$ cat src/rtl/mem_pkg.sv
// Shared definitions for the operand/result store of the memory-adder demo.
package mem_pkg;

    localparam int unsigned MEM_SIZE_DEFAULT  = 5;
    localparam int unsigned WORD_SIZE_DEFAULT = 16;
    localparam int unsigned MEM_DEPTH         = 2 ** MEM_SIZE_DEFAULT;

    typedef logic [WORD_SIZE_DEFAULT-1:0] word_t;
    typedef logic [MEM_SIZE_DEFAULT-1:0]  addr_t;

    // Number of words addressable with an address of the given width.
    function automatic int unsigned depth_of(input int unsigned addr_bits);
        return 32'd1 << addr_bits;
    endfunction

endpackage

$ cat src/rtl/mem.sv
// Synchronous RAM with one write port and one registered read port.
// Flop-based storage, cleared by asynchronous reset; write-first on
// same-address collisions.
module mem
    import mem_pkg::*;
#(
    parameter int unsigned MEM_SIZE  = MEM_SIZE_DEFAULT,
    parameter int unsigned WORD_SIZE = WORD_SIZE_DEFAULT
) (
    input  logic                 CLK,
    input  logic                 RST,
    input  logic                 read_en,
    input  logic                 write_en,
    input  logic [MEM_SIZE-1:0]  read_addr,
    input  logic [MEM_SIZE-1:0]  write_addr,
    input  logic [WORD_SIZE-1:0] write_data,
    output logic [WORD_SIZE-1:0] read_data
);

    localparam int unsigned DEPTH = depth_of(MEM_SIZE);

    logic [WORD_SIZE-1:0] store [DEPTH];
    logic [WORD_SIZE-1:0] read_next;

    // Storage array: cleared on reset, written when write_en is sampled high.
    always_ff @(posedge CLK or posedge RST) begin
        if (RST) begin
            for (int unsigned i = 0; i < DEPTH; i++) begin
                store[i] <= '0;
            end
        end else if (write_en) begin
            store[write_addr] <= write_data;
        end
    end

    // Read source: forward the incoming write data when it targets the read address.
    always_comb begin
        read_next = store[read_addr];
        if (write_en && (write_addr == read_addr)) begin
            read_next = write_data;
        end
    end

    // Registered read result; holds its value while read_en is low.
    always_ff @(posedge CLK or posedge RST) begin
        if (RST) begin
            read_data <= '0;
        end else if (read_en) begin
            read_data <= read_next;
        end
    end

endmodule

$ cat config.mk
export PLATFORM = sky130hd
export DESIGN_NAME = mem
export DESIGN_NICKNAME = d
export VERILOG_FILES = /design/src/rtl/mem_pkg.sv /design/src/rtl/mem.sv
export SDC_FILE = /design/constraint.sdc
export NUM_CORES = 1
export LEC_CHECK = 0
export ABC_AREA = 1
export CAP_MARGIN = 20
export CELL_PAD_IN_SITES_DETAIL_PLACEMENT = 0
export CELL_PAD_IN_SITES_GLOBAL_PLACEMENT = 1
export CORE_MARGIN = 4
export CORE_UTILIZATION = 41
export CTS_CLUSTER_SIZE = 14
export DETAILED_ROUTE_END_ITERATION = 16
export GPL_TIMING_DRIVEN = 0
export PLACE_DENSITY_LB_ADDON = 0.1
export SLEW_MARGIN = 20
export SYNTH_ARGS = -nofsm -noshare
export SYNTH_HDL_FRONTEND = slang
export SYNTH_SLANG_ARGS = --single-unit
$ cat constraint.sdc
create_clock -name CLK -period 42.6 [get_ports CLK]
set_input_delay 6.39 -clock CLK [delete_from_list [all_inputs] [get_ports CLK]]
set_output_delay 6.39 -clock CLK [all_outputs]
set_load 0.02 [all_outputs]
==> results of run 1 <==
routing by layer:
metal	GRT usage	part of all wire	wire [µm]	up-vias
li1	-	-	-	10300
met1	0.4357	0.41	43140	11230
met2	0.5263	0.46	48410	1025
met3	0.06288	0.078	8222	244
met4	0.1636	0.059	6203	2
met5	0	0.000066	7	-
path summary, 6_finish.rpt:
check | from | to | slack [ns] | cells past startpoint
max in group asynchronous | RST | store[453] | 35.29 | 4
setup / recovery | read_addr[2] | read_data[12] | 33.37 | 10
min in group asynchronous | RST | store[111] | 6.18 | 2
setup reg to reg | store[197] | read_data[5] | 40.84 | 8
hold / removal | store[333] | store[333] | 0.48 | 2
hold reg to reg | store[333] | store[333] | 0.48 | 2
layout make-up:
type                            instances  share of cell area
Clock buffer                           94             0.06569
Timing Repair Buffer                   47             0.02084
Buffer                                258             0.04037
Antenna cell                            1          0.00008981
Tap cell                              773             0.03471
Clock inverter                          8            0.003458
Sequential cell                       528              0.4742
Multi-Input combinational cell       2236              0.3480
Inverter                               91             0.01262
report_power, final:
part           switching [µW]  internal [µW]  leakage, µW
registers                53.9            597      0.00677
clock network             213            302     0.000947
logic                     157           81.0      0.00538
total                     423            981       0.0131
worst max-delay path, cell delays in order:
cell and delay, ns:
clkdlybuf4s50_1 0.54, inv_1 0.13, clkbuf_1 0.67, buf_1 0.81, nand3_1 0.23, nand2_1 0.19
nand2_1 0.08, nand3_1 0.32, nand3_1 0.23, a21oi_1 0.18
cell families (layout without fill, tap and decap cells):
family | after synthesis | in the layout | synth area share
AND/OR/NAND/NOR | 1704 | 1704 | 0.2878
AO/OA/AOI/OAI | 532 | 532 | 0.1097
flip-flops | 528 | 528 | 0.5423
buffers and inverters | 349 | 498 | 0.06023
other | 0 | 1 | 0
cell usage after synthesis:
| library cell | instances | share of area |
|---|---|---|
| a21oi_1 | 66 | 0.014 |
| buf_1 | 16 | 0.0025 |
| buf_2 | 79 | 0.016 |
| buf_4 | 13 | 0.0040 |
| buf_6 | 1 | 0.00046 |
| clkbuf_1 | 149 | 0.023 |
| clkinv_1 | 2 | 0.00031 |
| dfrtp_1 | 528 | 0.54 |
| inv_1 | 81 | 0.012 |
| inv_2 | 7 | 0.0011 |
| inv_4 | 1 | 0.00026 |
| nand2_1 | 1173 | 0.18 |
| nand3_1 | 410 | 0.084 |
| nor2_1 | 105 | 0.016 |
| nor2_2 | 2 | 0.00051 |
| nor3_1 | 5 | 0.0010 |
| nor3_2 | 5 | 0.0021 |
| nor3_4 | 2 | 0.0013 |
| nor4_4 | 2 | 0.0017 |
| o211ai_1 | 3 | 0.00092 |
| o21ai_0 | 441 | 0.091 |
| o21ai_1 | 19 | 0.0039 |
| o22ai_1 | 3 | 0.00077 |
state kept, by name (all words and copies together), names as in the netlist:
name and count:
store 512, read_data 16
stage by stage:
stage | power [µW] | cells
5_1_grt | 1468 | 4035
2_1_floorplan | 798.0 | 3113
6_report | 1404 | 4036
3_3_place_gp | 883.7 | 3926
3_5_place_dp | 891.9 | 3933
4_1_cts | 1405 | 4035
==> results_dict.tcl, run 1 <==
set metrics [dict create \
    p_per_area_nw_per_um2 50.38 \
    detail_route.wl_per_cell_um 26.26 \
    post_cts_buffers 0 \
    leakage_uw 0.01310 \
    post-place-ws_ns 32.65 \
    cp.arrival_ns 9.79 \
    outcome "completed" \
    h-tree-depth 2 \
    grt_start_max_net_pins 100 \
    layout_setup_ws_ns 33.37 \
    end_kind "flip-flop" \
    synth_area_per_cell_um2 7.827 \
    grt_pass1_vias 21930 \
    max-cap-violations 0 \
    drt_iter0_markers 2683 \
    cts.sinks 528 \
    cts_hold_buf 0 \
    path_class "in -> reg" \
    ir_drop_mv 0.03432 \
    skew_ns 0.01548 \
    final_cell_mix "nand2_1 (1173), dfrtp_1 (528), o21ai_0 (441)" \
    ys_warn_count 0 \
    layout_commonest_cell "nand2_1" \
    ys_ff_latch 528 \
    cts_tree "yes" \
    insertion_delay_ns 0.63 \
    fp-row-count 89 \
    ys_types 23 \
    syn_to_final_growth_pct 14.36 \
    core_area_um2 58910 \
    start_kind "input pin" \
    final_layout_size_suffix_gt1_frac 0.06376 \
    antenna_found_initial 5 \
    firstDrtPassIters 5 \
    viasPerCell 5.648 \
    dieWidth_um 251.8 \
    fin_util 0.4730 \
    finalHoldViolCount 0 \
    required_ns 43.15 \
    syn_nets 3143 \
    period_share 0.2168 \
    grt_overflow 0 \
    grtUsageTotal 0.3303 \
    place_area_um2 25930 \
    hold_path_class "reg -> reg" \
    max_freq_ghz 0.1083 \
    multi_input_area_um2 9698 \
    routed_wl_mm 106.0 \
    grt_pass1_wl_mm 152.0 \
    numPortBuffers 40 \
    fillCellCount 5866 \
    setup_viol 0 \
    routabilityCongestion 0.9445 \
    cts_buffers 58 \
    die_h_um 251.8 \
    max-slew-margin-rel 0.2501 \
    drc 0 \
    finalNetCount 3250 \
    syn_area_um2 24370 \
    clk_root_buffer_cell "clkbuf_16" \
    hold_slack_ns 0.4809 \
    cts_max_path_buffers 3 \
    start_util 0.4136 \
    drv_slew 0 \
    postSynthCellCount 3113 \
    seqCellArea_um2 13210 \
    setup_tns_ns 0 \
    num_vias 22800 \
    tightest_slew_ns 1.116 \
    worst-path-max-fanout 10 \
    dp_hpwl_mm 76.78 \
    fin_crit_ns 9.235 \
    clkTransAtPathRegs_ns 0.06 \
    stdcell_area_um2 27860 \
    ctsResizeCount 0 \
    die_area_um2 63390 \
    synth_seq_area_share 0.5423 \
    io_pins 46 \
    final_antenna_net_count 0 \
    rsz0062_at_grt "no" \
]
(Power assumes the default switching activity.)
==> run 2: changes to the inputs <==
clock period = 7.55 ns   (was 42.6 ns; I/O delays follow)
==> run 2 against run 1 <==
Against the previous run: sequential share of layout area fell by 0.35 points; flip-flop and latch count did not move; first-iteration DRC count rose by 2.3%; cell count rose by 0.50%; critical path depth did not move; combinational power rose to 5.7 times the previous value; count of clock-buffer cells in the layout rose by 8; critical path type unchanged.
==> results_dict.tcl, run 2 (synthesis results as in run 1) <==
set metrics [dict create \
    end_kind "flip-flop" \
    dp_hpwl_mm 78.57 \
    rsz0062_at_grt "no" \
    start_util 0.4136 \
    fp-row-count 89 \
    setup_tns_ns 0 \
    die_area_um2 63390 \
    clockPowerShare 0.365 \
    drt_iter0_markers 2746 \
    ff2ff_path_depth 8 \
    power_frac_comb 0.172 \
    cp.arrival_ns 4.62 \
    path_class "in -> reg" \
    hold_depth 2 \
    die_h_um 251.8 \
    cpLargestDelayFamily "buffers and inverters" \
    power_switching_uw 2409 \
    skew_ns 0.02110 \
    cts_buffers 59 \
    clk_root_buffer_cell "clkbuf_16" \
    start_kind "input pin" \
    outcome "completed" \
    p_per_area_nw_per_um2 282.6 \
    ir_drop_mv 0.1992 \
    final_cell_mix "nand2_1 (1173), dfrtp_1 (528), o21ai_0 (441)" \
    final_antenna_net_count 0 \
    detail_route.wl_per_cell_um 26.43 \
    leakage_uw 0.01319 \
    dieWidth_um 251.8 \
    grt_overflow 0 \
    min_from "read_data[8]" \
    layout_setup_ws_ns 3.482 \
    crit_path_max_incr_delay_ns 0.85 \
    regMostFlops "store" \
    fillCellCount 5960 \
    required_ns 8.10 \
    crit_path_top_delay_cell "buf_1" \
    finalNetCount 3263 \
    hold_path_class "reg -> reg" \
    final_layout_size_suffix_gt1_frac 0.06740 \
    antenna_found_initial 2 \
    routed_wl_mm 107.2 \
    max-cap-violations 0 \
    period_share 0.5389 \
    num_vias 23080 \
    fin_crit_ns 4.068 \
    switching_share 0.3038 \
    cts.sinks 528 \
    grt_pass1_wl_mm 153.5 \
    cts_hold_buf 0 \
    critPathBufInv 4 \
    seqCellArea_um2 13210 \
    largest_register_ff_count 512 \
    grtUsageTotal 0.3336 \
    max-slew-margin-rel 0.2618 \
    timing.rr.start "store[197]" \
    ctsResizeCount 0 \
    insertion_delay_ns 0.64 \
    path_common_cell "nand3_1" \
    h-tree-depth 2 \
    cts_max_path_buffers 3 \
    firstDrtPassIters 6 \
    io_pins 46 \
    viasPerCell 5.690 \
    grt_pass1_vias 22200 \
    core_area_um2 58910 \
    numPortBuffers 40 \
    cts_tree "yes" \
    power.share.sequential 0.463 \
    whs_endpoint "read_data[8]" \
    drc 0 \
    routabilityCongestion 0.9790 \
    grt_start_max_net_pins 35 \
    reg.largest.list "store (512), read_data (16)" \
    post-place-ws_ns 2.826 \
    r2r-end "read_data[5]" \
    fin_util 0.4765 \
    multi_input_area_um2 9698 \
    intPower_uw 5523 \
    tightest_slew_ns 1.099 \
    max_freq_ghz 0.2458 \
    setup_viol 0 \
    layout_commonest_cell "nand2_1" \
    reg2reg_slack_ns 5.75 \
    clkTransAtPathRegs_ns 0.06 \
    post_cts_buffers 0 \
    worst-path-max-fanout 10 \
    drv_slew 0 \
    syn_to_final_growth_pct 15.21 \
    finalHoldViolCount 0 \
    crit_chain "clkdlybuf4s50_1 -> inv_1 -> clkbuf_1 -> buf_1 -> nand3_1 -> nand2_1 -> nand2_1 -> nand3_1 -> nand3_1 -> a21oi_1" \
]
run 2: changes by cell type in the layout (fill, tap and decap cells not counted), moves of 2 or more:
cell	previous run	this run
clkbuf_8	18	22
diode_2	1	4
clkbuf_1	163	167
buf_12	0	17
buf_16	6	1
bufinv_16	2	0
run 2: how the worst max path moves through the flow:
stage / cells after the start / end / startpoint / slack [ns]
floorplan: 1 / read_data[0] / RST / -0.76
detailed placement: 10 / read_data[5] / read_addr[2] / 2.83
global placement: 2 / store[236] / RST / -4.26
finish: 10 / read_data[12] / read_addr[2] / 3.48
global route: 10 / read_data[6] / read_addr[2] / 3.56
CTS: 10 / read_data[5] / read_addr[2] / 3.51
run 2: worst min-delay path, delay by kind of cell (launching register included):
kind | cells | cell delay, ns
flip-flops | 1 | 0.34
AND/OR/NAND/NOR | 2 | 0.11
run 2: stage by stage:
stage	std cells	hold WS (ns)	instance area (µm²)	power [µW]
after floorplan	3113	0.4479	24370	4504
after global placement	3926	0.4650	25740	4988
after detailed placement	3945	0.4651	26130	5053
after CTS	4052	0.4806	28060	7936
after global routing	4052	0.4966	28060	8289
final	4056	0.4816	28070	7932
run 2: routing by layer:
metal | wire length, µm | vias to the layer above | GRT usage
li1 | - | 10330 | -
met1 | 43590 | 11420 | 0.4439
met2 | 48890 | 1068 | 0.5292
met3 | 8286 | 270 | 0.05793
met4 | 6425 | 0 | 0.1698
met5 | 0 | - | 0
run 2: power groups by stage:
stage / Clock (µW) / Sequential (µW) / Combinational [µW]
6_report: 2900 / 3670 / 1360
5_1_grt: 3040 / 3730 / 1520
4_1_cts: 2920 / 3660 / 1350
3_5_place_dp: 0 / 3710 / 1350
3_3_place_gp: 0 / 3700 / 1290
2_1_floorplan: 0 / 3640 / 860
run 2: cell type report:
class / instances / area share
diodes: 4 / 0.0003566
plain buffers: 258 / 0.04007
clock buffers: 102 / 0.06770
clock inverters: 5 / 0.0009806
inverters: 91 / 0.01239
multi-input cells: 2236 / 0.3455
flip-flops and latches: 528 / 0.4707
well taps: 773 / 0.03445
repair buffers: 59 / 0.02790
